`src/rtl/rominit_ctrl.sv`:
```
// rominit_ctrl: steers the ioctl download stream into the boot, character,
// APU and cartridge ROM write ports. It holds the core in reset while ROMs
// load and for a settling window afterwards, and reports BIOS completeness,
// BIOS overflow and the size of the last cartridge.
//
// Handshake: there is no back-pressure. Every IOCTL_WR pulse accepted in a
// LOAD_* state produces exactly one ROMINIT_VALID pulse on the next cycle,
// unless it falls outside the BIOS regions. Strobes may arrive on every cycle.
module rominit_ctrl #(
  parameter int BOOT_BYTES  = 4096,
  parameter int CHR_BYTES   = 1024,
  parameter int APU_BYTES   = 1024,
  parameter int HOLD_CYCLES = 64
) (
  input  logic        CLK,
  input  logic        RES,
  input  logic        IOCTL_DOWNLOAD,
  input  logic [7:0]  IOCTL_INDEX,
  input  logic        IOCTL_WR,
  input  logic [24:0] IOCTL_ADDR,
  input  logic [7:0]  IOCTL_DOUT,
  output logic        ROMINIT_SEL_BOOT,
  output logic        ROMINIT_SEL_CHR,
  output logic        ROMINIT_SEL_APU,
  output logic        ROMINIT_SEL_CART,
  output logic [24:0] ROMINIT_ADDR,
  output logic [7:0]  ROMINIT_DATA,
  output logic        ROMINIT_VALID,
  output logic        CORE_RES,
  output logic        BIOS_LOADED,
  output logic [24:0] CART_SIZE,
  output logic        BIOS_OVF,
  output logic [2:0]  DBG_STATE
);

  typedef enum logic [2:0] {
    IDLE      = 3'd0,
    LOAD_BIOS = 3'd1,
    LOAD_CART = 3'd2,
    HOLD      = 3'd3,
    RUN       = 3'd4
  } state_t;

  typedef enum logic [1:0] {
    RG_BOOT = 2'd0,
    RG_CHR  = 2'd1,
    RG_APU  = 2'd2,
    RG_NONE = 2'd3
  } region_t;

  // Region boundaries inside the BIOS stream.
  localparam logic [24:0] CHR_BASE  = 25'(BOOT_BYTES);
  localparam logic [24:0] APU_BASE  = 25'(BOOT_BYTES + CHR_BYTES);
  localparam logic [24:0] BIOS_END  = 25'(BOOT_BYTES + CHR_BYTES + APU_BYTES);
  localparam logic [24:0] BIOS_LAST = BIOS_END - 25'd1;

  localparam int HW = (HOLD_CYCLES > 1) ? $clog2(HOLD_CYCLES) : 1;
  localparam logic [HW-1:0] HOLD_LAST = HW'(HOLD_CYCLES - 1);

  state_t        state;
  state_t        next_state;
  region_t       region_q;
  region_t       region_d;
  region_t       wr_region;
  logic [24:0]   wr_offset;
  logic [HW-1:0] hold_cnt;

  logic          dl_q;
  logic          dl_rise;
  logic          idx_bios;
  logic          idx_cart;
  logic          bios_wr;
  logic          cart_wr;
  logic          bios_start;
  logic          cart_start;
  logic          bios_end;
  logic          cart_end;
  logic          bios_sel_on;
  logic          last_hit;
  logic          last_seen;
  logic          cart_any;
  logic [24:0]   cart_hi;
  logic          cart_any_d;
  logic [24:0]   cart_hi_d;

  assign DBG_STATE  = state;

  // A rising edge needs the download line seen low first; the history flop
  // resets high so a download already in progress at reset release is not
  // mistaken for a new one.
  assign dl_rise    = IOCTL_DOWNLOAD & ~dl_q;
  assign idx_bios   = (IOCTL_INDEX == 8'd0);
  assign idx_cart   = (IOCTL_INDEX == 8'd1);
  assign bios_wr    = (state == LOAD_BIOS) && IOCTL_WR;
  assign cart_wr    = (state == LOAD_CART) && IOCTL_WR;
  assign bios_start = (next_state == LOAD_BIOS) && (state != LOAD_BIOS);
  assign cart_start = (next_state == LOAD_CART) && (state != LOAD_CART);
  assign bios_end   = (state == LOAD_BIOS) && !IOCTL_DOWNLOAD;
  assign cart_end   = (state == LOAD_CART) && !IOCTL_DOWNLOAD;
  assign last_hit   = bios_wr && (IOCTL_ADDR == BIOS_LAST);
  // Selects stay on for the whole load and also cover a byte strobed in the
  // very cycle the download line drops.
  assign bios_sel_on = (next_state == LOAD_BIOS) || bios_wr;

  // Download-line edge history.
  always_ff @(posedge CLK or posedge RES) begin
    if (RES) dl_q <= 1'b1;
    else     dl_q <= IOCTL_DOWNLOAD;
  end

  // State register.
  always_ff @(posedge CLK or posedge RES) begin
    if (RES) state <= IDLE;
    else     state <= next_state;
  end

  // Next-state logic: new downloads pre-empt HOLD and RUN; HOLD exits to
  // RUN only when a complete BIOS is present.
  always_comb begin
    next_state = state;
    case (state)
      IDLE, HOLD, RUN: begin
        if (dl_rise && idx_bios) begin
          next_state = LOAD_BIOS;
        end else if (dl_rise && idx_cart) begin
          next_state = LOAD_CART;
        end else if ((state == HOLD) && (hold_cnt == HOLD_LAST)) begin
          next_state = BIOS_LOADED ? RUN : IDLE;
        end
      end
      LOAD_BIOS, LOAD_CART: begin
        if (!IOCTL_DOWNLOAD) next_state = HOLD;
      end
      default: next_state = IDLE;
    endcase
  end

  // Hold counter: runs only while staying in HOLD, restarts on every entry.
  always_ff @(posedge CLK or posedge RES) begin
    if (RES)                                        hold_cnt <= '0;
    else if ((state == HOLD) && (next_state == HOLD)) hold_cnt <= hold_cnt + 1'b1;
    else                                            hold_cnt <= '0;
  end

  // BIOS address decode into region and region-relative offset.
  always_comb begin
    wr_region = RG_NONE;
    wr_offset = '0;
    if (IOCTL_ADDR < CHR_BASE) begin
      wr_region = RG_BOOT;
      wr_offset = IOCTL_ADDR;
    end else if (IOCTL_ADDR < APU_BASE) begin
      wr_region = RG_CHR;
      wr_offset = IOCTL_ADDR - CHR_BASE;
    end else if (IOCTL_ADDR < BIOS_END) begin
      wr_region = RG_APU;
      wr_offset = IOCTL_ADDR - APU_BASE;
    end
  end

  // Region shown on the selects: follows the latest BIOS byte, boot at start.
  always_comb begin
    region_d = region_q;
    if (bios_wr)         region_d = wr_region;
    else if (bios_start) region_d = RG_BOOT;
  end

  // Current BIOS region register.
  always_ff @(posedge CLK or posedge RES) begin
    if (RES) region_q <= RG_BOOT;
    else     region_q <= region_d;
  end

  // Registered ROM write port; address and data hold when nothing is written.
  always_ff @(posedge CLK or posedge RES) begin
    if (RES) begin
      ROMINIT_VALID    <= 1'b0;
      ROMINIT_ADDR     <= '0;
      ROMINIT_DATA     <= '0;
      ROMINIT_SEL_BOOT <= 1'b0;
      ROMINIT_SEL_CHR  <= 1'b0;
      ROMINIT_SEL_APU  <= 1'b0;
      ROMINIT_SEL_CART <= 1'b0;
    end else begin
      ROMINIT_VALID    <= (bios_wr && (wr_region != RG_NONE)) || cart_wr;
      ROMINIT_SEL_BOOT <= bios_sel_on && (region_d == RG_BOOT);
      ROMINIT_SEL_CHR  <= bios_sel_on && (region_d == RG_CHR);
      ROMINIT_SEL_APU  <= bios_sel_on && (region_d == RG_APU);
      ROMINIT_SEL_CART <= (next_state == LOAD_CART) || cart_wr;
      if (bios_wr && (wr_region != RG_NONE)) begin
        ROMINIT_ADDR <= wr_offset;
        ROMINIT_DATA <= IOCTL_DOUT;
      end else if (cart_wr) begin
        ROMINIT_ADDR <= IOCTL_ADDR;
        ROMINIT_DATA <= IOCTL_DOUT;
      end
    end
  end

  // Core reset: released only while running.
  always_ff @(posedge CLK or posedge RES) begin
    if (RES) CORE_RES <= 1'b1;
    else     CORE_RES <= (next_state != RUN);
  end

  // BIOS status: completeness requires the final byte; overflow is sticky.
  always_ff @(posedge CLK or posedge RES) begin
    if (RES) begin
      BIOS_LOADED <= 1'b0;
      BIOS_OVF    <= 1'b0;
      last_seen   <= 1'b0;
    end else if (bios_start) begin
      BIOS_LOADED <= 1'b0;
      BIOS_OVF    <= 1'b0;
      last_seen   <= 1'b0;
    end else begin
      if (bios_wr && (wr_region == RG_NONE)) BIOS_OVF <= 1'b1;
      if (last_hit) last_seen <= 1'b1;
      if (bios_end) BIOS_LOADED <= last_seen | last_hit;
    end
  end

  // Highest cart address including a strobe in the current cycle.
  always_comb begin
    cart_any_d = cart_any;
    cart_hi_d  = cart_hi;
    if (cart_wr && (!cart_any || (IOCTL_ADDR > cart_hi))) begin
      cart_any_d = 1'b1;
      cart_hi_d  = IOCTL_ADDR;
    end
  end

  // Cart size tracking, published when the cart download ends.
  always_ff @(posedge CLK or posedge RES) begin
    if (RES) begin
      CART_SIZE <= '0;
      cart_any  <= 1'b0;
      cart_hi   <= '0;
    end else if (cart_start) begin
      CART_SIZE <= '0;
      cart_any  <= 1'b0;
      cart_hi   <= '0;
    end else begin
      cart_any <= cart_any_d;
      cart_hi  <= cart_hi_d;
      if (cart_end) CART_SIZE <= cart_any_d ? (cart_hi_d + 25'd1) : 25'd0;
    end
  end

endmodule

```
`config.mk`:
```
export PLATFORM = sky130hd
export DESIGN_NAME = rominit_ctrl
export DESIGN_NICKNAME = d
export VERILOG_FILES = /design/src/rtl/rominit_ctrl.sv
export SDC_FILE = /design/constraint.sdc
export NUM_CORES = 1
export LEC_CHECK = 0
export BUFFER_PORTS_ARGS = -buffer_cell sky130_fd_sc_hd__buf_4
export CORE_UTILIZATION = 40
export CTS_CLUSTER_DIAMETER = 100
export CTS_CLUSTER_SIZE = 28
export DETAILED_ROUTE_END_ITERATION = 7
export SETUP_SLACK_MARGIN = 0.02
export SYNTH_ARGS = -nofsm -noshare
export SYNTH_HDL_FRONTEND = slang
export SYNTH_SLANG_ARGS = --single-unit
```
`constraint.sdc`:
```
create_clock -name CLK -period 5.3 [get_ports CLK]
set_input_delay 0.265 -clock CLK [delete_from_list [all_inputs] [get_ports CLK]]
set_output_delay 0.265 -clock CLK [all_outputs]
set_load 0.05 [all_outputs]
```
==> flow_summary.yaml <==
floorplan:
  io-pin-count: 114
  start_util: 0.411
  fp.dieH_um: 124
  dieArea_um2: 15400
  die_w_um: 124
  core_area_um2: 14500
  rows: 44
global_routing:
  grt_first_pass_wirelength_mm: 24.2
  grt_overflow_total: 0
  globalRouteTotalUtil: 0.197
  grt_max_degree: 57
  antenna_found_initial: 0
  grt_pass1_vias: 4635
critical_path:
  cp-start-kind: "register"
  path_cells: "inv_1, ha_1, nand4_1, or4_1, o21ai_1, o31ai_1, a2bb2oi_4, mux2_2, ha_1, and4_1, nand2_1, nor3_2, nand3_1, xnor2_1, mux2i_1, a22o_1"
  critical_path_class: "reg2reg"
  cp_top_family: "simple AND/OR/NAND/NOR gates"
  path_max_fanout: 10
  critPathMaxStageDelay_ps: 550
  crit_top_cell: "ha_1"
  cp.arrival_ps: 4390
  slowest_stage: "or4_1"
  cp_num_buf_inv: 1
  end_kind: "register"
  critPathRequiredTime_ps: 5540
logic_synthesis:
  synth_warnings: 0
  syn-cell-area_um2: 5980
  synth-edff-count: 0
  synth_top_area_cell: "dfrtp_1"
  ys_types: 55
  synth-seq-area-share: 0.440
  netlist_instances: 580
  async_flop_share: 1.00
  ys_seq_elements: 105
  synth_top_area_frac: 0.431
  avgSynthCellArea_um2: 10.3
  ys_top_cells_by_area: "dfrtp_1 43%, mux2i_1 7.7%, ha_1 6.5%, xnor2_1 5.0%, mux2_2 4.5%"
  ys.flop_type: "dfrtp_1"
  synthesis.nets: 656
clock_tree:
  hold_buffers: 0
  clock_latency_ps: 350
  path_clk_slew_ps: 70
  clock_path_buffers: 2
  postCtsSetupBuffers: 0
  cts-root-buf: "clkbuf_16"
  cts_max_level: 3
  cts_tree: "done"
  numCtsBuffers: 9
  clock-sinks: 105
  cts-resized-gates: 0
power:
  power-per-cell-area_nw_per_um2: 222
  switching_share: 0.240
  power_frac_comb: 0.086
  power_frac_seq: 0.504
  p_switching_mw: 0.388
  peakVddDrop_uv: 133
  cell_internal_pwr_mw: 1.23
  p_clk_frac: 0.410
  leakagePower_nw: 3.76
route:
  wl_per_cell_um: 17.0
  dr.pass1.iters: 5
  ant_nets: 0
  drc_errors: 0
  via_per_inst: 5.41
  vias: 4738
  routed_wl_mm: 14.9
  drtIter0Drc: 251
timing:
  rsz0062_at_grt: "false"
  hold_violations: 0
  setup_viol: 0
  max_freq_mhz: 241
  final_max_slew_viol_count: 0
  max-slew-margin-rel: 0.311
  fin_worst_skew_ps: 4.61
  final.min_clock_period_ps: 4150
  min_period_over_period: 0.782
  worst_pin_slew_ps: 1030
  fin_setup_tns_ps: 0
placed_design:
  place.gp.congestion: 0.881
  hpwlAfterDp_mm: 10.9
  io_buffers: 113
  placed_cell_area_um2: 6990
cells_and_area:
  antenna_cells: 0
  nFillCells: 1415
  nets: 763
  multi_input_area_um2: 3090
  register_area_um2: 2630
  fin_area_um2: 7280
  synthToLayoutAreaGrowth_pct: 21.8
  drive_gt1_frac: 0.244
job:
  drv_cap: 0
min_path:
  min_path_type: "in2async"
status:
  status: "finished clean"
[layer usage]
metal  vias to the layer above  global-route usage  wire, um
met1                      2341               0.278      7190
met4                         0              0.0709       227
li1                       2266                   -         -
met5                         -                   0         0
met2                       117               0.302      6820
met3                        14              0.0365       702
[state kept, by name, indices dropped and copies added (netlist names)]
signal and flops:
BIOS_LOADED 1, BIOS_OVF 1, CART_SIZE 25, CORE_RES 1, DBG_STATE 3, ROMINIT_ADDR 25
ROMINIT_DATA 8, ROMINIT_SEL_APU 1, ROMINIT_SEL_BOOT 1, ROMINIT_SEL_CART 1, ROMINIT_SEL_CHR 1, ROMINIT_VALID 1
cart_any 1, cart_hi 25, dl_q 1, hold_cnt 6, last_seen 1, region_q 2
[synthesized netlist by cell type, types with 3 or more instances]
cell type	number
a21o_1	3
a21oi_1	15
a22o_1	24
and2_1	5
and3_1	14
and3b_1	3
buf_2	6
buf_4	3
buf_6	3
clkbuf_1	10
dfrtp_1	103
ha_1	31
inv_1	39
mux2_2	24
mux2i_1	46
nand2_1	34
nand3_1	26
nand4_1	14
nor2_1	50
nor3_1	11
nor4_1	3
o211ai_1	3
o21ai_0	11
o22a_1	6
or2_2	3
xnor2_1	34
xor2_1	14
[power by group through the flow]
stage,Clock [mW],Sequential (mW),Combinational [mW]
after floorplan,0,0.842,0.0576
after CTS,0.685,0.813,0.142
after global routing,0.720,0.814,0.154
after detailed placement,0,0.829,0.141
final,0.662,0.814,0.140
after global placement,0,0.829,0.139
[layout by cell type (no fill, tap or decap), types with 3 or more instances in the layout]
cell | Yosys | layout
and2_1 | 5 | 5
dfrtp_1 | 103 | 103
mux2i_1 | 46 | 46
nor2_1 | 50 | 50
o211ai_1 | 3 | 3
nand2_1 | 34 | 34
nand3_1 | 26 | 26
nor4_1 | 3 | 3
xnor2_1 | 34 | 34
a21o_1 | 3 | 3
nor3_1 | 11 | 11
a22o_1 | 24 | 24
o21ai_0 | 11 | 11
buf_4 | 3 | 119
ha_1 | 31 | 31
nand4_1 | 14 | 14
xor2_1 | 14 | 14
and3b_1 | 3 | 3
mux2_2 | 24 | 24
or2_2 | 3 | 3
a21oi_1 | 15 | 15
clkbuf_16 | 0 | 9
inv_1 | 39 | 38
and3_1 | 14 | 14
o22a_1 | 6 | 6
[logic make-up after synthesis]
group,Yosys count,synth area share
fa+ha+maj,31,0.0649
simple gates,180,0.152
mux,71,0.125
flops,105,0.440
compound gates,83,0.103
xor+xnor,48,0.0703
buf+inv,62,0.0458
[metrics by stage]
stage	std cells	utilization	setup WS (ps)	hold WS, ps	total power, mW
global route	876	0.501	820	32.0	1.69
global placement	860	0.481	1220	418	0.968
CTS	876	0.501	1110	38.3	1.64
finish	876	0.501	1150	27.5	1.62
floorplan	580	-	1500	269	0.899
detailed placement	860	0.481	1140	420	0.970
[path summary, 6_finish.rpt]
check	cells past startpoint	from	to	slack [ps]
min in group CLK	1	IOCTL_DOWNLOAD	dl_q$_DFF_PP1_	50
max in group asynchronous	3	RES	cart_hi[3]$_DFF_PP0_	4140
max	16	cart_hi[16]$_DFF_PP0_	CART_SIZE[20]$_DFFE_PP0P_	1150
max reg2reg	16	cart_hi[16]$_DFF_PP0_	CART_SIZE[20]$_DFFE_PP0P_	1150
min reg2reg	1	hold_cnt[0]$_DFF_PP0_	hold_cnt[0]$_DFF_PP0_	460
min	2	RES	ROMINIT_ADDR[10]$_DFFE_PP0P_	30
[final cells by class]
type                    count  area share
repair buffers            119       0.123
flip-flops and latches    105       0.361
multi-input cells         413       0.424
clock inverters             5     0.00773
clock buffers              11      0.0320
well taps                 184      0.0316
inverters                  39      0.0204
Note: power is estimated with default switching activity, not from simulation.
